<file path="src/rtl/sparq_pkg.sv">
// rtl/sparq_pkg.sv - shared types and default geometry for the MXU feed sequencer
package sparq_pkg;

  typedef enum logic [1:0] {
    ST_IDLE  = 2'd0,
    ST_FEED  = 2'd1,
    ST_DRAIN = 2'd2,
    ST_DONE  = 2'd3
  } seq_state_e;

  localparam int unsigned DEF_ROWS     = 8;
  localparam int unsigned DEF_PIPE_LAT = 2;
  localparam int unsigned DEF_KW       = 10;

  // One spare bit so the terminal drain count never aliases to zero.
  function automatic int unsigned drain_cnt_w(input int unsigned rows, input int unsigned pipe_lat);
    return $clog2(rows + pipe_lat) + 1;
  endfunction

endpackage

</file>
<file path="src/rtl/mxu_feed_sequencer_if.sv">
// rtl/mxu_feed_sequencer_if.sv - tile request and systolic feed signals of the MXU feed sequencer
interface mxu_feed_sequencer_if
  import sparq_pkg::*;
#(
  parameter int ROWS = int'(DEF_ROWS),
  parameter int KW   = int'(DEF_KW)
);
  logic            start;
  logic [KW-1:0]   k_len;
  logic            stall;
  logic            busy;
  logic            feed_valid;
  logic [KW-1:0]   feed_idx;
  logic [ROWS-1:0] row_en;
  logic            flush;
  logic            done;

  modport master (
    output start, k_len, stall,
    input  busy, feed_valid, feed_idx, row_en, flush, done
  );

  modport slave (
    input  start, k_len, stall,
    output busy, feed_valid, feed_idx, row_en, flush, done
  );
endinterface

</file>
<file path="src/rtl/mxu_skew_chain.sv">
// rtl/mxu_skew_chain.sv - stall-aware delay chain producing the diagonal row enables
module mxu_skew_chain #(
  parameter int STAGES = 7
) (
  input  logic              clk,
  input  logic              rst,
  input  logic              shift_en_i,
  input  logic              din_i,
  output logic [STAGES-1:0] taps_o
);
  logic [STAGES-1:0] chain_q, chain_d;

  always_comb begin
    chain_d = chain_q;
    if (shift_en_i) begin
      chain_d[0] = din_i;
      for (int i = 1; i < STAGES; i++) begin
        chain_d[i] = chain_q[i-1];
      end
    end
  end

  always_ff @(posedge clk) begin
    if (rst) begin
      chain_q <= '0;
    end else begin
      chain_q <= chain_d;
    end
  end

  assign taps_o = chain_q;
endmodule

</file>
<file path="src/rtl/mxu_feed_sequencer.sv">
// rtl/mxu_feed_sequencer.sv - issues k_len feed vectors, drains the array, then pulses done
module mxu_feed_sequencer
  import sparq_pkg::*;
#(
  parameter int ROWS     = int'(DEF_ROWS),
  parameter int PIPE_LAT = int'(DEF_PIPE_LAT),
  parameter int KW       = int'(DEF_KW)
) (
  input  logic                  clk,
  input  logic                  rst,
  mxu_feed_sequencer_if.slave   bus
);
  localparam int DRAIN_LEN = ROWS - 1 + PIPE_LAT;
  localparam int DCW       = int'(drain_cnt_w(ROWS, PIPE_LAT));
  localparam logic [DCW-1:0] DRAIN_LAST = DCW'((DRAIN_LEN > 0) ? DRAIN_LEN - 1 : 0);

  seq_state_e      state_q, state_d;
  logic [KW-1:0]   k_len_q, k_len_d;
  logic [KW-1:0]   idx_q, idx_d;
  logic [DCW-1:0]  drain_q, drain_d;
  logic            feed_valid;
  logic            flush;
  logic            last_feed;
  logic [ROWS-1:0] row_en_raw;

  assign last_feed = (idx_q == (k_len_q - KW'(1)));

  always_comb begin
    state_d    = state_q;
    k_len_d    = k_len_q;
    idx_d      = idx_q;
    drain_d    = drain_q;
    feed_valid = 1'b0;
    flush      = 1'b0;
    case (state_q)
      ST_IDLE: begin
        if (bus.start && !bus.stall) begin
          k_len_d = bus.k_len;
          idx_d   = '0;
          drain_d = '0;
          state_d = (bus.k_len == '0) ? ST_DONE : ST_FEED;
        end
      end
      ST_FEED: begin
        if (!bus.stall) begin
          feed_valid = 1'b1;
          if (last_feed) begin
            idx_d   = '0;
            state_d = (DRAIN_LEN == 0) ? ST_DONE : ST_DRAIN;
          end else begin
            idx_d = idx_q + KW'(1);
          end
        end
      end
      ST_DRAIN: begin
        if (!bus.stall) begin
          flush = 1'b1;
          if (drain_q == DRAIN_LAST) begin
            drain_d = '0;
            state_d = ST_DONE;
          end else begin
            drain_d = drain_q + DCW'(1);
          end
        end
      end
      ST_DONE: state_d = ST_IDLE;
      default: state_d = ST_IDLE;
    endcase
  end

  always_ff @(posedge clk) begin
    if (rst) begin
      state_q <= ST_IDLE;
      k_len_q <= '0;
      idx_q   <= '0;
      drain_q <= '0;
    end else begin
      state_q <= state_d;
      k_len_q <= k_len_d;
      idx_q   <= idx_d;
      drain_q <= drain_d;
    end
  end

  // Row 0 sees the live feed; deeper rows see it delayed by their row index.
  generate
    if (ROWS > 1) begin : g_skew
      logic [ROWS-2:0] taps;
      mxu_skew_chain #(.STAGES(ROWS - 1)) u_skew (
        .clk        (clk),
        .rst        (rst),
        .shift_en_i (!bus.stall),
        .din_i      (feed_valid),
        .taps_o     (taps)
      );
      assign row_en_raw = {taps, feed_valid};
    end else begin : g_noskew
      assign row_en_raw = feed_valid;
    end
  endgenerate

  assign bus.busy       = (state_q != ST_IDLE) && !rst;
  assign bus.feed_valid = feed_valid && !rst;
  assign bus.feed_idx   = idx_q & {KW{!rst}};
  assign bus.row_en     = row_en_raw & {ROWS{!bus.stall && !rst}};
  assign bus.flush      = flush && !rst;
  assign bus.done       = (state_q == ST_DONE) && !rst;
endmodule

</file>
<file path="src/flat_wrapper.sv">
// flat-port wrapper written by rule: the top's interface ports become plain ports
module mxu_feed_sequencer_flat import sparq_pkg::*;
#(
  parameter int ROWS     = int'(DEF_ROWS),
  parameter int PIPE_LAT = int'(DEF_PIPE_LAT),
  parameter int KW       = int'(DEF_KW)
)
  (clk, rst, bus_start, bus_k_len, bus_stall, bus_busy, bus_feed_valid, bus_feed_idx, bus_row_en, bus_flush, bus_done);
  mxu_feed_sequencer_if #(.ROWS(ROWS), .KW(KW)) bus_i ();
  input  logic clk;
  input  logic rst;
  input wire logic [$bits(bus_i.start)-1:0] bus_start;
  input wire logic [$bits(bus_i.k_len)-1:0] bus_k_len;
  input wire logic [$bits(bus_i.stall)-1:0] bus_stall;
  output wire logic [$bits(bus_i.busy)-1:0] bus_busy;
  output wire logic [$bits(bus_i.feed_valid)-1:0] bus_feed_valid;
  output wire logic [$bits(bus_i.feed_idx)-1:0] bus_feed_idx;
  output wire logic [$bits(bus_i.row_en)-1:0] bus_row_en;
  output wire logic [$bits(bus_i.flush)-1:0] bus_flush;
  output wire logic [$bits(bus_i.done)-1:0] bus_done;
  assign bus_i.start = bus_start;
  assign bus_i.k_len = bus_k_len;
  assign bus_i.stall = bus_stall;
  assign bus_busy = bus_i.busy;
  assign bus_feed_valid = bus_i.feed_valid;
  assign bus_feed_idx = bus_i.feed_idx;
  assign bus_row_en = bus_i.row_en;
  assign bus_flush = bus_i.flush;
  assign bus_done = bus_i.done;
  mxu_feed_sequencer #(.ROWS(ROWS), .PIPE_LAT(PIPE_LAT), .KW(KW)) u_core (.clk(clk), .rst(rst), .bus(bus_i));
endmodule
</file>
<file path="config.mk">
export PLATFORM = sky130hd
export DESIGN_NAME = mxu_feed_sequencer_flat
export DESIGN_NICKNAME = d
export VERILOG_FILES = /design/src/rtl/sparq_pkg.sv /design/src/rtl/mxu_feed_sequencer_if.sv /design/src/rtl/mxu_skew_chain.sv /design/src/rtl/mxu_feed_sequencer.sv /design/src/flat_wrapper.sv
export SDC_FILE = /design/constraint.sdc
export NUM_CORES = 1
export LEC_CHECK = 0
export ABC_AREA = 1
export CAP_MARGIN = 20
export CORE_ASPECT_RATIO = 1.5
export CORE_MARGIN = 1
export CORE_UTILIZATION = 48
export DETAILED_ROUTE_END_ITERATION = 7
export PLACE_DENSITY = 0.76
export SLEW_MARGIN = 40
export SYNTH_ARGS = -nofsm -noshare
export SYNTH_HDL_FRONTEND = slang
export SYNTH_HIERARCHICAL = 1
export SYNTH_SLANG_ARGS = --single-unit
</file>
<file path="constraint.sdc">
create_clock -name clk -period 1.8 [get_ports clk]
set_clock_uncertainty 0.1 [all_clocks]
set_input_delay 0.36 -clock clk [delete_from_list [all_inputs] [get_ports clk]]
set_output_delay 0.36 -clock clk [all_outputs]
set_load 0.01 [all_outputs]
</file>
After elaboration in Yosys (flattened, before gate mapping)
Cells that the tools add are included.
Widths: inputs -> output; s select.
- RAM bits: 0
- register bits: 34
- bits in latches: 0
- memory bits (read-only): 0
- memories kept: 0
- output and inout bits: 22
- shift-type cells: 0
- equality and inequality tests: 10
- reduce and logical (&&, ||, !) cells: 17
- add/sub/neg operators: 3
- $lt $le $gt $ge: 0
- divide/modulo/power cells: 0
- multipliers: 0
- muxes and demuxes: 18
- bitwise gates (word level): 2
- operators with widths (operator ; number):
    $mux 10 ; 3
    $pmux 10 s2 ; 1
    $mux 5 ; 3
    $mux 2 ; 6
    $add 10x1->10 const B ; 1
    $and 10x10->10 ; 1
    $eq 10x10->1 ; 1
    $logic_not 10->1 ; 1
    $pmux 5 s2 ; 1
    $sub 10x1->10 const B ; 1
    $and 8x8->8 ; 1
    $pmux 2 s4 ; 1
    $logic_and 1x1->1 ; 6
    $ne 2x1->1 const B ; 3
    $reduce_and 3->1 ; 2
    $reduce_bool 2->1 ; 3
    $add 5x1->5 const B ; 1
    $eq 5x4->1 const B ; 1
    $reduce_and 5->1 ; 1
    $eq 2x2->1 const B ; 2
    $ne 2x2->1 const B ; 2
    $mux 1 ; 3
    $eq 2x1->1 const B ; 1
    $logic_not 1->1 ; 2
    2 further kinds ; 2

Longest topological paths before layout
- depth after elaboration: 5
- gate-level depth with buffers: 15
- mapped depth without buffers: 15

By module
Netlist, hierarchy kept.
- by module, submodules not included (module ; cells each ; area each (um^2) ; instances):
    mxu_feed_sequencer ; 301 ; 1855.5 ; 1
    mxu_skew_chain ; 44 ; 286.5 ; 1

Worst setup path after synthesis
Ideal clock, no wire load.
- kind: flip-flop to flip-flop
- from: reg u_core.state_q[1]
- to: reg u_core.idx_q[8]
- stages on the path, launching flop included: 13
- arrival time: 1.647 ns
- buffers on the path: 0
- setup time: 0.073 ns
- slack: -0.021 ns
- cells stage by stage: dfxtp_1 > inv_1 > ha_1 > nand2_1 > clkinv_1 > nor2_4 > nand2_4 > nor2_4 > nand3_2 > nor2_2 > nand2_1 > xor2_1 > nor3_2
- longest elaborated chain between the ends: 3
- RTL lines (item ; line ; text):
    start, declared ; mxu_feed_sequencer.sv:17 ; seq_state_e state_q, state_d;
    start signal, assigned ; mxu_feed_sequencer.sv:78 ; state_q <= state_d;
    $eq 2x1->1 / $logic_not 2->1 (equally long branches) ; mxu_feed_sequencer.sv:35 ; case (state_q)
    $ne 2x2->1 (no line), or another cell as far along ; n/a ;
    $reduce_and 3->1 (no line) ; n/a ;
    end signal, assigned ; mxu_feed_sequencer.sv:80 ; idx_q <= idx_d;
    end, declared ; mxu_feed_sequencer.sv:19 ; logic [KW-1:0] idx_q, idx_d;
Several ways; a longest one is shown, not always the timed one.
A chain may end at the register's enable or synchronous reset.

Final worst setup path
Same ends and word-level chain as after synthesis.

==> results_tabular.tex <==
\begin{tabular}{lr}
\hline
Metric & Value \\
\hline
\multicolumn{2}{l}{\textbf{Status}} \\
\quad Status & complete, but fails checks \\
\quad Failing checks & negative setup slack \\
\multicolumn{2}{l}{\textbf{Clock tree}} \\
\quad CTS Buffer Depth & 2 \\
\quad Number of CTS-inserted buffers & 5 \\
\quad Clock latency of the later-clocked register in the worst-skew pair & 0.29 ns \\
\quad TritonCTS clock tree & yes \\
\quad Clock slew at reported path FFs & 0.08 ns \\
\quad H-tree Lvls & 2 \\
\quad Buffer type at the clock tree root & sky130\_fd\_sc\_hd\_\_clkbuf\_8 \\
\quad Count of clock tree sinks & 34 \\
\quad Hold buffer count at cts & 0 \\
\multicolumn{2}{l}{\textbf{Timing}} \\
\quad Setup Viol. Count Final & 8 \\
\quad Final Slew Violations & 0 \\
\quad Max frequency & 530 MHz \\
\quad Setup repair after global routing missed its margin & true \\
\quad Hold Fails Final Rpt & 0 \\
\quad Share of the clock period used by the worst path after layout & 105\% \\
\quad Transition time at the pin with the least slew margin & 0.310 ns \\
\quad Setup WS post-layout & -0.0863 ns \\
\quad Clock period minus final worst setup slack & 1.89 ns \\
\quad Summed negative setup slack over all endpoints & -0.466 ns \\
\quad Max\_slew headroom & approximately four fifths \\
\multicolumn{2}{l}{\textbf{Route}} \\
\quad Metal1 wirelength & 2.30 mm \\
\quad Amount of wire on met2 after detailed routing & 3.00 mm \\
\quad DRT iter0 DRCs & 93 \\
\quad \# DRC & 0 \\
\quad Number of detailed-routing iterations run before antenna repair & 4 \\
\quad Met3 layer wire length in the routed design & around 190 µm \\
\quad Count of vias placed by the detailed router & 2311 \\
\quad Vias per cell & 4.99 \\
\quad Routed WL per cell & $\sim$12 µm \\
\quad Top layer reached by signal wires & met4 \\
\quad Post-Route WL & 5.56 mm \\
\quad Antenna violation net count after detailed routing & 0 \\
\multicolumn{2}{l}{\textbf{Cells and area}} \\
\quad Final core area utilization & 70.1\% \\
\quad Layout Area Growth over Synthesis & 39.0\% \\
\quad Finished layout cell area & just under 3000 µm² \\
\quad Ratio of cells with drive above 1 in the final layout & 23.5\% \\
\quad Storage element area & 688 µm² \\
\quad Fin nets & 438 \\
\quad Most frequent standard cell in the layout excluding fill and tap cells & sky130\_fd\_sc\_hd\_\_nand2\_1 \\
\quad Filler Cells Inserted & just under 400 \\
\quad N\_diodes & 0 \\
\quad Area occupied by multi-input gates & 1330 µm² \\
\quad Top library cells by usage in the layout, fill and taps aside & 69 x sky130\_fd\_sc\_hd\_\_nand2\_1, 64 x sky130\_fd\_sc\_hd\_\_nor2\_1, 51 x sky130\_fd\_sc\_hd\_\_inv\_1 \\
\multicolumn{2}{l}{\textbf{Floorplanning}} \\
\quad Die Y & 83.8 µm \\
\quad Die X-Extent & 56.5 µm \\
\quad Area of the die & 4740 µm² \\
\quad Starting density of the core & 50.5\% \\
\quad Placeable core region & approximately 4200 µm² \\
\quad Placement row count & 29 \\
\quad Boundary Pins & 36 \\
\multicolumn{2}{l}{\textbf{Logic synthesis}} \\
\quad Distinct cell type count of the synthesized netlist & 30 \\
\quad Post-synth design cell area & 2140 µm² \\
\quad \#FFs+latches synth & 34 \\
\quad Sequential share of the synthesized area & 31.8\% \\
\quad Synthesized netlist net count & 367 \\
\quad Warnings from Yosys & 6 \\
\quad Gate count after technology mapping & 345 \\
\quad Mean instance size in the synthesized netlist & 6.21 µm² \\
\multicolumn{2}{l}{\textbf{GRT}} \\
\quad Maximum number of pins on one net before global-route repair & 21 \\
\quad Number of global-route vias before repair & 2212 \\
\quad Total congestion overflow after global routing & 0 \\
\quad First-pass GRT wire length & 9.17 mm \\
\quad Total global routing track utilization & 24.0\% \\
\quad Number of antenna violations at the first check in global routing & 0 \\
\multicolumn{2}{l}{\textbf{Critical path}} \\
\quad Largest fanout on the critical path & 4 \\
\quad Required time of the worst setup path & 1.88 ns \\
\quad Capturing element type of the critical path & flop \\
\quad Kind of start point of the critical path & flop \\
\quad Setup Crit Path Kind & flop to flop \\
\quad Worst path max stage delay & 0.36 ns \\
\quad Cell type of the slowest stage on the worst timing path & sky130\_fd\_sc\_hd\_\_dfxtp\_2 \\
\quad Cell with the most instances on the worst path & sky130\_fd\_sc\_hd\_\_nor2\_4 \\
\quad CP Data Arrival Time & 1.97 ns \\
\quad Cells along the critical path & inv\_2, ha\_4, nand2\_2, clkinv\_2, nor2\_4, buf\_4, nand2\_4, nor2\_4, nand3\_2, nor2\_2, nand2\_1, xor2\_1, nor3\_2 \\
\multicolumn{2}{l}{\textbf{Pwr}} \\
\quad Worst vdd rail ir drop & roughly 1100 µV \\
\quad Total power draw & around 3.4 mW \\
\quad Static Leak & 1.46 nW \\
\quad Total power divided by cell area & 1130 nW/µm² \\
\multicolumn{2}{l}{\textbf{Worst hold path}} \\
\quad Worst min path class & flop to flop \\
\multicolumn{2}{l}{\textbf{Place}} \\
\quad RePlAce Congestion & 0.855 \\
\quad Post-detail-place hpwl & 3.97 mm \\
\quad Post-place instance area & 2730 µm² \\
\quad Port bufs & 35 \\
\quad Worst setup slack after placement & -0.464 ns \\
\multicolumn{2}{l}{\textbf{Run}} \\
\quad Max-cap violation count & 0 \\
\hline
\end{tabular}
[synth_stat cells (all sizes together)]
library cell,count,area share [%]
a211oi,1,0.35
a21oi,18,4.7
a41oi,1,0.41
and3,1,0.29
buf,2,0.70
clkbuf,4,0.70
clkinv,2,0.35
dfxtp,34,32
ha,8,4.7
inv,58,10
nand2,76,14
nand3,21,5.4
nand3b,2,0.70
nand4,2,0.58
nor2,77,15
nor3,12,3.5
nor3b,1,0.35
nor4,1,0.29
o21ai,17,4.0
or2,1,0.29
xor2,6,2.5
[cells by family (layout without fill, tap and decap cells)]
kind of cell / Yosys count / count (layout) / synth area share [%]
buffers and inverters: 66 / 138 / 11.9
XOR/XNOR: 6 / 6 / 2.45
AO/OA/AOI/OAI: 37 / 37 / 9.46
AND/OR/NAND/NOR: 194 / 194 / 39.7
adder cells (fa/ha/maj): 8 / 8 / 4.67
flip-flops: 34 / 34 / 31.8
[through the flow]
step | std cells | hold WS [ns]
6_report | 463 | 0.382
3_3_place_gp | 446 | 0.359
4_1_cts | 461 | 0.380
2_1_floorplan | 345 | 0.346
5_1_grt | 463 | 0.395
3_5_place_dp | 446 | 0.364
[power breakdown]
| part | internal [mW] | switching, mW | leakage, nW |
|---|---|---|---|
| clock | 0.308 | 0.296 | 0.0472 |
| sequential | 0.861 | 0.0990 | 0.279 |
| combinational | 0.798 | 1.00 | 1.14 |
| total | 1.97 | 1.40 | 1.46 |
[layer usage]
metal,vias up,global-route usage [%]
met5,-,0
met4,0,9.53
met3,7,4.19
met2,43,46.0
met1,1055,24.8
li1,1206,-
[repair_timing]
item	in CTS	in global routing
pin swaps	20	18
buffers inserted	7	2
hold endpoints to repair	0	0
gates resized for setup	61	27
endpoints found under the setup margin	39	19
[critical path: cells and delay by family (launching register included)]
family	cells	cell delay, ns
XOR/XNOR	1	0.22
buffers and inverters	3	0.25
AND/OR/NAND/NOR	8	0.69
adder cells (fa/ha/maj)	1	0.18
flip-flops	1	0.36
[final cells by class]
class                      count  share of cell area (%)
sequential                    34                    23.1
multi-input combinational    245                    44.6
timing repair buffer          70                    19.5
tap                           46                    1.93
clock buffer                   6                    2.77
clock inverter                 2                   0.420
inverter                      60                    7.65
[worst paths after layout]
path	slack, ns	startpoint	cells after the start	endpoint
max	-0.09	u_core/state_q[1]	13	u_core/idx_q[8]
min	0.38	u_core/k_len_q[9]	2	u_core/k_len_q[9]
max reg2reg	-0.09	u_core/state_q[1]	13	u_core/idx_q[8]
min reg2reg	0.38	u_core/k_len_q[9]	2	u_core/k_len_q[9]
[flip-flops by register name, summed over array words and instances, names as in the netlist]
register	count
u_core/g_skew.u_skew/taps_o	7
u_core/k_len_q	10
u_core/state_q	2
u_core/drain_q	5
u_core/idx_q	10
Power figures use the tool's default switching activity.
